## src/rtl/mem_pkg.sv

```systemverilog
// Shared encodings, FSM states and lane helpers for the load/store unit.
package mem_pkg;

  localparam logic [1:0] SZ_BYTE = 2'd0;
  localparam logic [1:0] SZ_HALF = 2'd1;
  localparam logic [1:0] SZ_WORD = 2'd2;

  typedef enum logic [2:0] {
    S_IDLE,
    S_WAIT_ADDR,
    S_WAIT_DATA,
    S_CANCEL,
    S_DONE
  } state_t;

  function automatic logic misaligned(
    input logic [1:0] size,
    input logic [1:0] off
  );
    return ((size == SZ_HALF) && off[0]) ||
           ((size == SZ_WORD) && (off != 2'b00));
  endfunction

  function automatic logic [3:0] lane_strb(
    input logic       wr,
    input logic [1:0] size,
    input logic [1:0] off
  );
    logic [3:0] s;
    s = 4'b0000;
    if (wr) begin
      unique case (1'b1)
        size == SZ_BYTE: s = 4'b0001 << off;
        size == SZ_HALF: s = off[1] ? 4'b1100 : 4'b0011;
        default:         s = 4'b1111;
      endcase
    end
    return s;
  endfunction

  function automatic logic [31:0] lane_data(
    input logic [1:0]  size,
    input logic [31:0] d
  );
    logic [31:0] r;
    r = d;
    unique case (1'b1)
      size == SZ_BYTE: r = {4{d[7:0]}};
      size == SZ_HALF: r = {2{d[15:0]}};
      default:         r = d;
    endcase
    return r;
  endfunction

endpackage

```

## src/rtl/mem_load_align.sv

```systemverilog
// Load data extraction: lane shift followed by zero/sign extension.
module mem_load_align
  import mem_pkg::*;
(
  input  logic [31:0] raw,
  input  logic [1:0]  off,
  input  logic [1:0]  size,
  input  logic        sgn,
  output logic [31:0] res
);

  logic [31:0] sh;

  assign sh = raw >> {off, 3'b000};

  always_comb begin
    res = sh;
    unique case (1'b1)
      size == SZ_BYTE: res = {{24{sgn & sh[7]}}, sh[7:0]};
      size == SZ_HALF: res = {{16{sgn & sh[15]}}, sh[15:0]};
      default:         res = sh;
    endcase
  end

endmodule

```

## src/rtl/mem_access_unit.sv

```systemverilog
// Memory-stage load/store unit on a req/addr_ok/data_ok bus.
// MEM_MISALIGN_EXC_EN: misaligned accesses raise adel/ades instead of aligning down.
module mem_access_unit
  import mem_pkg::*;
#(
  parameter int ADDR_W = 32,
  parameter int DATA_W = 32
) (
  input  logic              clk,
  input  logic              rst,
  input  logic              req_valid,
  input  logic              req_wr,
  input  logic [1:0]        req_size,
  input  logic              req_signed,
  input  logic [ADDR_W-1:0] addr,
  input  logic [DATA_W-1:0] wdata,
  input  logic              flush,
  output logic              stall,
  output logic [DATA_W-1:0] rdata,
  output logic              rdata_valid,
  output logic              adel,
  output logic              ades,
  output logic [ADDR_W-1:0] badvaddr,
  output logic              data_req,
  output logic              data_wr,
  output logic [1:0]        data_size,
  output logic [ADDR_W-1:0] data_addr,
  output logic [DATA_W-1:0] data_wdata,
  output logic [3:0]        data_wstrb,
  input  logic              data_addr_ok,
  input  logic              data_data_ok,
  input  logic [DATA_W-1:0] data_rdata
);

  state_t state, nxt;

  logic              idle, live, mis, fault, issue;
  logic              flushed;
  logic [ADDR_W-1:0] issue_addr, addr_q;
  logic [DATA_W-1:0] wdata_q, ld_data;
  logic [3:0]        strb_q;
  logic [1:0]        off_q, size_q;
  logic              sgn_q, wr_q;

  assign idle = (state == S_IDLE);
  assign live = req_valid & ~flush;
  assign mis  = misaligned(req_size, addr[1:0]);

`ifdef MEM_MISALIGN_EXC_EN
  logic [ADDR_W-1:0] bad_q;

  assign fault      = mis;
  assign issue_addr = addr;

  always_ff @(posedge clk or negedge rst) begin
    if (!rst)
      bad_q <= '0;
    else if (adel | ades)
      bad_q <= addr;
  end

  assign badvaddr = (adel | ades) ? addr : bad_q;
`else
  logic [1:0] amask;

  assign fault      = 1'b0;
  assign amask      = (req_size == SZ_WORD) ? 2'b00 :
                      (req_size == SZ_HALF) ? 2'b10 : 2'b11;
  assign issue_addr = {addr[ADDR_W-1:2], addr[1:0] & amask};
  assign badvaddr   = '0;
`endif

  assign adel  = rst & idle & live & fault & ~req_wr;
  assign ades  = rst & idle & live & fault & req_wr;
  assign issue = rst & idle & live & ~fault;

  // A request already on the bus stays up until accepted, flush or not.
  assign data_req = issue | (rst & (state == S_WAIT_ADDR));
  assign stall    = live & (state != S_DONE) & ~(idle & fault);

  always_comb begin
    data_addr  = '0;
    data_wdata = '0;
    data_size  = '0;
    data_wstrb = '0;
    data_wr    = 1'b0;
    if (issue) begin
      data_addr  = issue_addr;
      data_wdata = lane_data(req_size, wdata);
      data_size  = req_size;
      data_wstrb = lane_strb(req_wr, req_size, issue_addr[1:0]);
      data_wr    = req_wr;
    end else if (data_req) begin
      data_addr  = addr_q;
      data_wdata = wdata_q;
      data_size  = size_q;
      data_wstrb = strb_q;
      data_wr    = wr_q;
    end
  end

  always_comb begin
    nxt = state;
    unique case (state)
      S_IDLE:
        if (issue)
          nxt = data_addr_ok ? S_WAIT_DATA : S_WAIT_ADDR;
      S_WAIT_ADDR:
        if (data_addr_ok)
          nxt = (flushed | flush) ? S_CANCEL : S_WAIT_DATA;
      S_WAIT_DATA:
        if (data_data_ok)
          nxt = flush ? S_IDLE : S_DONE;
        else if (flush)
          nxt = S_CANCEL;
      S_CANCEL:
        if (data_data_ok)
          nxt = S_IDLE;
      S_DONE:
        nxt = S_IDLE;
      default:
        nxt = S_IDLE;
    endcase
  end

  mem_load_align u_align (
    .raw  (data_rdata),
    .off  (off_q),
    .size (size_q),
    .sgn  (sgn_q),
    .res  (ld_data)
  );

  always_ff @(posedge clk or negedge rst) begin
    if (!rst) begin
      state       <= S_IDLE;
      flushed     <= 1'b0;
      addr_q      <= '0;
      wdata_q     <= '0;
      strb_q      <= '0;
      off_q       <= '0;
      size_q      <= '0;
      sgn_q       <= 1'b0;
      wr_q        <= 1'b0;
      rdata       <= '0;
      rdata_valid <= 1'b0;
    end else begin
      state <= nxt;
      if (issue) begin
        flushed <= 1'b0;
        addr_q  <= issue_addr;
        wdata_q <= lane_data(req_size, wdata);
        strb_q  <= lane_strb(req_wr, req_size, issue_addr[1:0]);
        off_q   <= issue_addr[1:0];
        size_q  <= req_size;
        sgn_q   <= req_signed;
        wr_q    <= req_wr;
      end else if ((state == S_WAIT_ADDR) && flush) begin
        flushed <= 1'b1;
      end
      if ((state == S_WAIT_DATA) && data_data_ok && !flush && !wr_q) begin
        rdata       <= ld_data;
        rdata_valid <= 1'b1;
      end else begin
        rdata       <= '0;
        rdata_valid <= 1'b0;
      end
    end
  end

endmodule

```

## config.mk

```make
export PLATFORM = sky130hd
export DESIGN_NAME = mem_access_unit
export DESIGN_NICKNAME = d
export VERILOG_FILES = /design/src/rtl/mem_pkg.sv /design/src/rtl/mem_load_align.sv /design/src/rtl/mem_access_unit.sv
export SDC_FILE = /design/constraint.sdc
export NUM_CORES = 1
export LEC_CHECK = 0
export ABC_AREA = 1
export BUFFER_PORTS_ARGS = -buffer_cell sky130_fd_sc_hd__buf_2
export CELL_PAD_IN_SITES_DETAIL_PLACEMENT = 0
export CELL_PAD_IN_SITES_GLOBAL_PLACEMENT = 1
export CORE_MARGIN = 4
export CORE_UTILIZATION = 28
export DETAILED_ROUTE_END_ITERATION = 12
export PLACE_DENSITY_LB_ADDON = 0.3
export SLEW_MARGIN = 20
export SYNTH_ARGS = -nofsm -noshare
export SYNTH_HDL_FRONTEND = slang
export SYNTH_HIERARCHICAL = 1
export SYNTH_SLANG_ARGS = --single-unit
```

## constraint.sdc

```tcl
create_clock -name clk -period 2.9 [get_ports clk]
set_clock_uncertainty 0.15 [all_clocks]
set_input_delay 0.58 -clock clk [delete_from_list [all_inputs] [get_ports clk]]
set_output_delay 0.58 -clock clk [all_outputs]
set_load 0.05 [all_outputs]
```

==> flow_summary.toml <==
[floorplan]
start_util_pct = 28.59
fp.dieArea_sq_um = 24880
die_y_um = 157.7
ios = 246
rows = 54
core_area_sq_um = 21960
dieWidth_um = 157.7

[yosys]
ys_ff_latch = 109
yosysMostFrequentCell = "nand2_1"
ys_top_cells_by_count = "318 x nand2_1, 109 x dfrtp_1, 73 x inv_1"
synth_edf_count = 0
syn-cell-area_sq_um = 6279
syn_inst = 842
async_reset_ff_share_pct = 100.0
synth_cell_types = 33
postSynthAreaPerCell_sq_um = 7.457
synth_top_area_share_pct = 43.44
ys.warnings.count = 6
yosysTopAreaCell = "dfrtp_1"
yosysSeqAreaShare_pct = 43.44
netlist_top_cells_area = "dfrtp_1 43%, nand2_1 19%, a21oi_2 5.6%"
synth_top_flop_cell = "dfrtp_1"

[global_routing]
grtUsageMet1_pct = 20.76
grtUsageMet3_pct = 4.620
grt_use_total_pct = 15.34
grt_start_max_net_pins = 58
antenna_found_initial = 3
gr-max-usage-layer = "met2"
grt_overflow = 0
grt_pass1_wl_mm = 30.01
grtUsageMet2_pct = 23.98
grt_pass1_vias = 5562

[worst_setup_path]
reg2reg_depth = 7
crit_type = "flop to output port"
startpoint_type = "flop"
worst-r2r-setup-slack_ps = 980
cp_max_fo = 21
cp-end-kind = "output port"
required_ps = 2170
critical_path_arrival_ps = 2070
r2r-end = "rdata[20]"
r2r-start = "addr_q[1]"

[sta]
setup_violations = 0
drv_slew = 0
min_period_ps = 2799
slew_headroom_pct = 49.63
final_hold_viol_count = 0
worst_pin_slew_ps = 755.5
whs_ps = 230.5
fmax_ghz = 0.3573
fin_crit_sh_pct = 96.51

[cells_and_area]
nets = 1157
layout.cells.non_filler = 1333
final_util_pct = 36.21
drive_above_1_share_pct = 30.67
syn_to_final_growth_pct = 26.62
design_area_sq_um = 7950
diodes = 0

[min_path]
hp-class = "primary input to asynchronous set/reset pin"

[placement]
dpl_cell_area_sq_um = 7486
dp_cells = 1315
place_hpwl_mm = 14.67
place_congestion = 0.8279
io_buffers = 211

[clocking]
cts-root-buf = "clkbuf_16"
htreeDepth = 3
cts_buffer_depth = 2
clock_sinks = 109
clock_latency_ps = 360
cts.clk_slew.worst_paths_ps = 80
cts_tree = "built"
cts_buffers = 9

[detailed_routing]
drtAntennaViolNets = 0
wl_mm = 19.74
dr.first_iter.drc_count = 284
drc = 0
avgViaCountPerCell = 4.395
vias = 5858
avgRoutedWirePerCell_um = 14.81
firstDrtPassIters = 4

[power_and_ir_drop]
p_per_area_nw_per_um2 = 910.2
ir_drop_v = 0.0003808
finalPower_uw = 7236
power_leakage_uw = 0.004614

[outcome]
status = "complete, no violations"

[run]
maxCapViolations = 0
registers in the layout, summed over array words and instances (netlist names):
name	flops
wdata_q	32
flushed	1
rdata_valid	1
addr_q	32
state	3
wr_q	1
rdata	32
sgn_q	1
strb_q	4
size_q	2
final cells by class:
class	count	area [sq um]
clock buffer	10	229.0
timing repair buffer	238	1429
fill	2423	14010
sequential	109	2729
tap	280	350.3
inverter	81	311.5
multi-input combinational	609	2796
clock inverter	6	105.1
logic make-up (layout without fill, tap and decap cells):
family	count (synthesis)	in the layout	share of synthesized area [%]
AOI/OAI and AO/OA	121	121	12.20
adders and majority gates	3	3	0.5979
buffers and inverters	157	335	14.09
DFF	109	109	43.44
other	1	34	0.05973
and+or+nand+nor	451	451	29.61
cells in the final DEF, fill, tap and decap left out, types with 2 or more instances in the layout:
master       n
inv_2        9
and2_1       2
ha_1         2
inv_8        2
o21ai_1     21
buf_4       37
nand3_1     41
nand3_2      5
nand2_4      2
inv_1       71
o21ai_0     40
dfrtp_1    108
nand2_1    318
buf_12       5
clkbuf_16   10
a21oi_2     41
clkbuf_4    20
nand2_2      4
nor2_1      71
bufinv_16    2
conb_1      34
nor2_4       3
a21oi_1     15
a22oi_1      2
buf_2      175
worst max-delay path by stage:
stage                startpoint        endpoint  slack, ps  cells past startpoint
finish                 state[1]    data_addr[7]        100                      8
floorplan                 flush  data_wdata[11]         10                      7
detailed placement  req_size[1]  data_wdata[12]         10                      9
CTS                 req_size[1]  data_wdata[12]          3                      9
global placement    req_size[1]  data_wdata[12]         20                      9
global route           state[1]   data_addr[18]         -6                      8
report_power, final:
part           total, uW  switching (uW)  internal (uW)
Clock               1420             644            778
Sequential          2260             213           2050
Combinational       3560            2550           1000
metrics by stage:
stage                     setup TNS (ps)  setup slack [ps]
after floorplan                        0             10.86
after global placement                 0             18.67
after detailed placement               0             10.78
after CTS                              0             2.536
after global routing              -22.45            -5.933
final                                  0             101.3
critical path, stage by stage, from the launching register on:
cell	delay (ps)
dfrtp_2	460
nor2_4	160
nand2_2	100
nor2_4	150
buf_12	160
buf_12	160
nand2_1	90
a21oi_2	140
buf_2	280
metal layers:
metal | share of wire (%) | up-vias
li1 | - | 2945
met1 | 44 | 2711
met2 | 46 | 176
met3 | 8.7 | 20
met4 | 1.3 | 6
met5 | 0.14 | -
timing repair:
item / CTS / global route
gates resized for setup: 3 / 51
endpoints found under the hold margin: 0 / 0
pin swaps: 0 / 1
cloned: 0 / 1
setup buffers: 0 / 1
endpoints found under the setup margin: 3 / 58
hold buffers: 0 / 0
(Power assumes the default switching activity.)
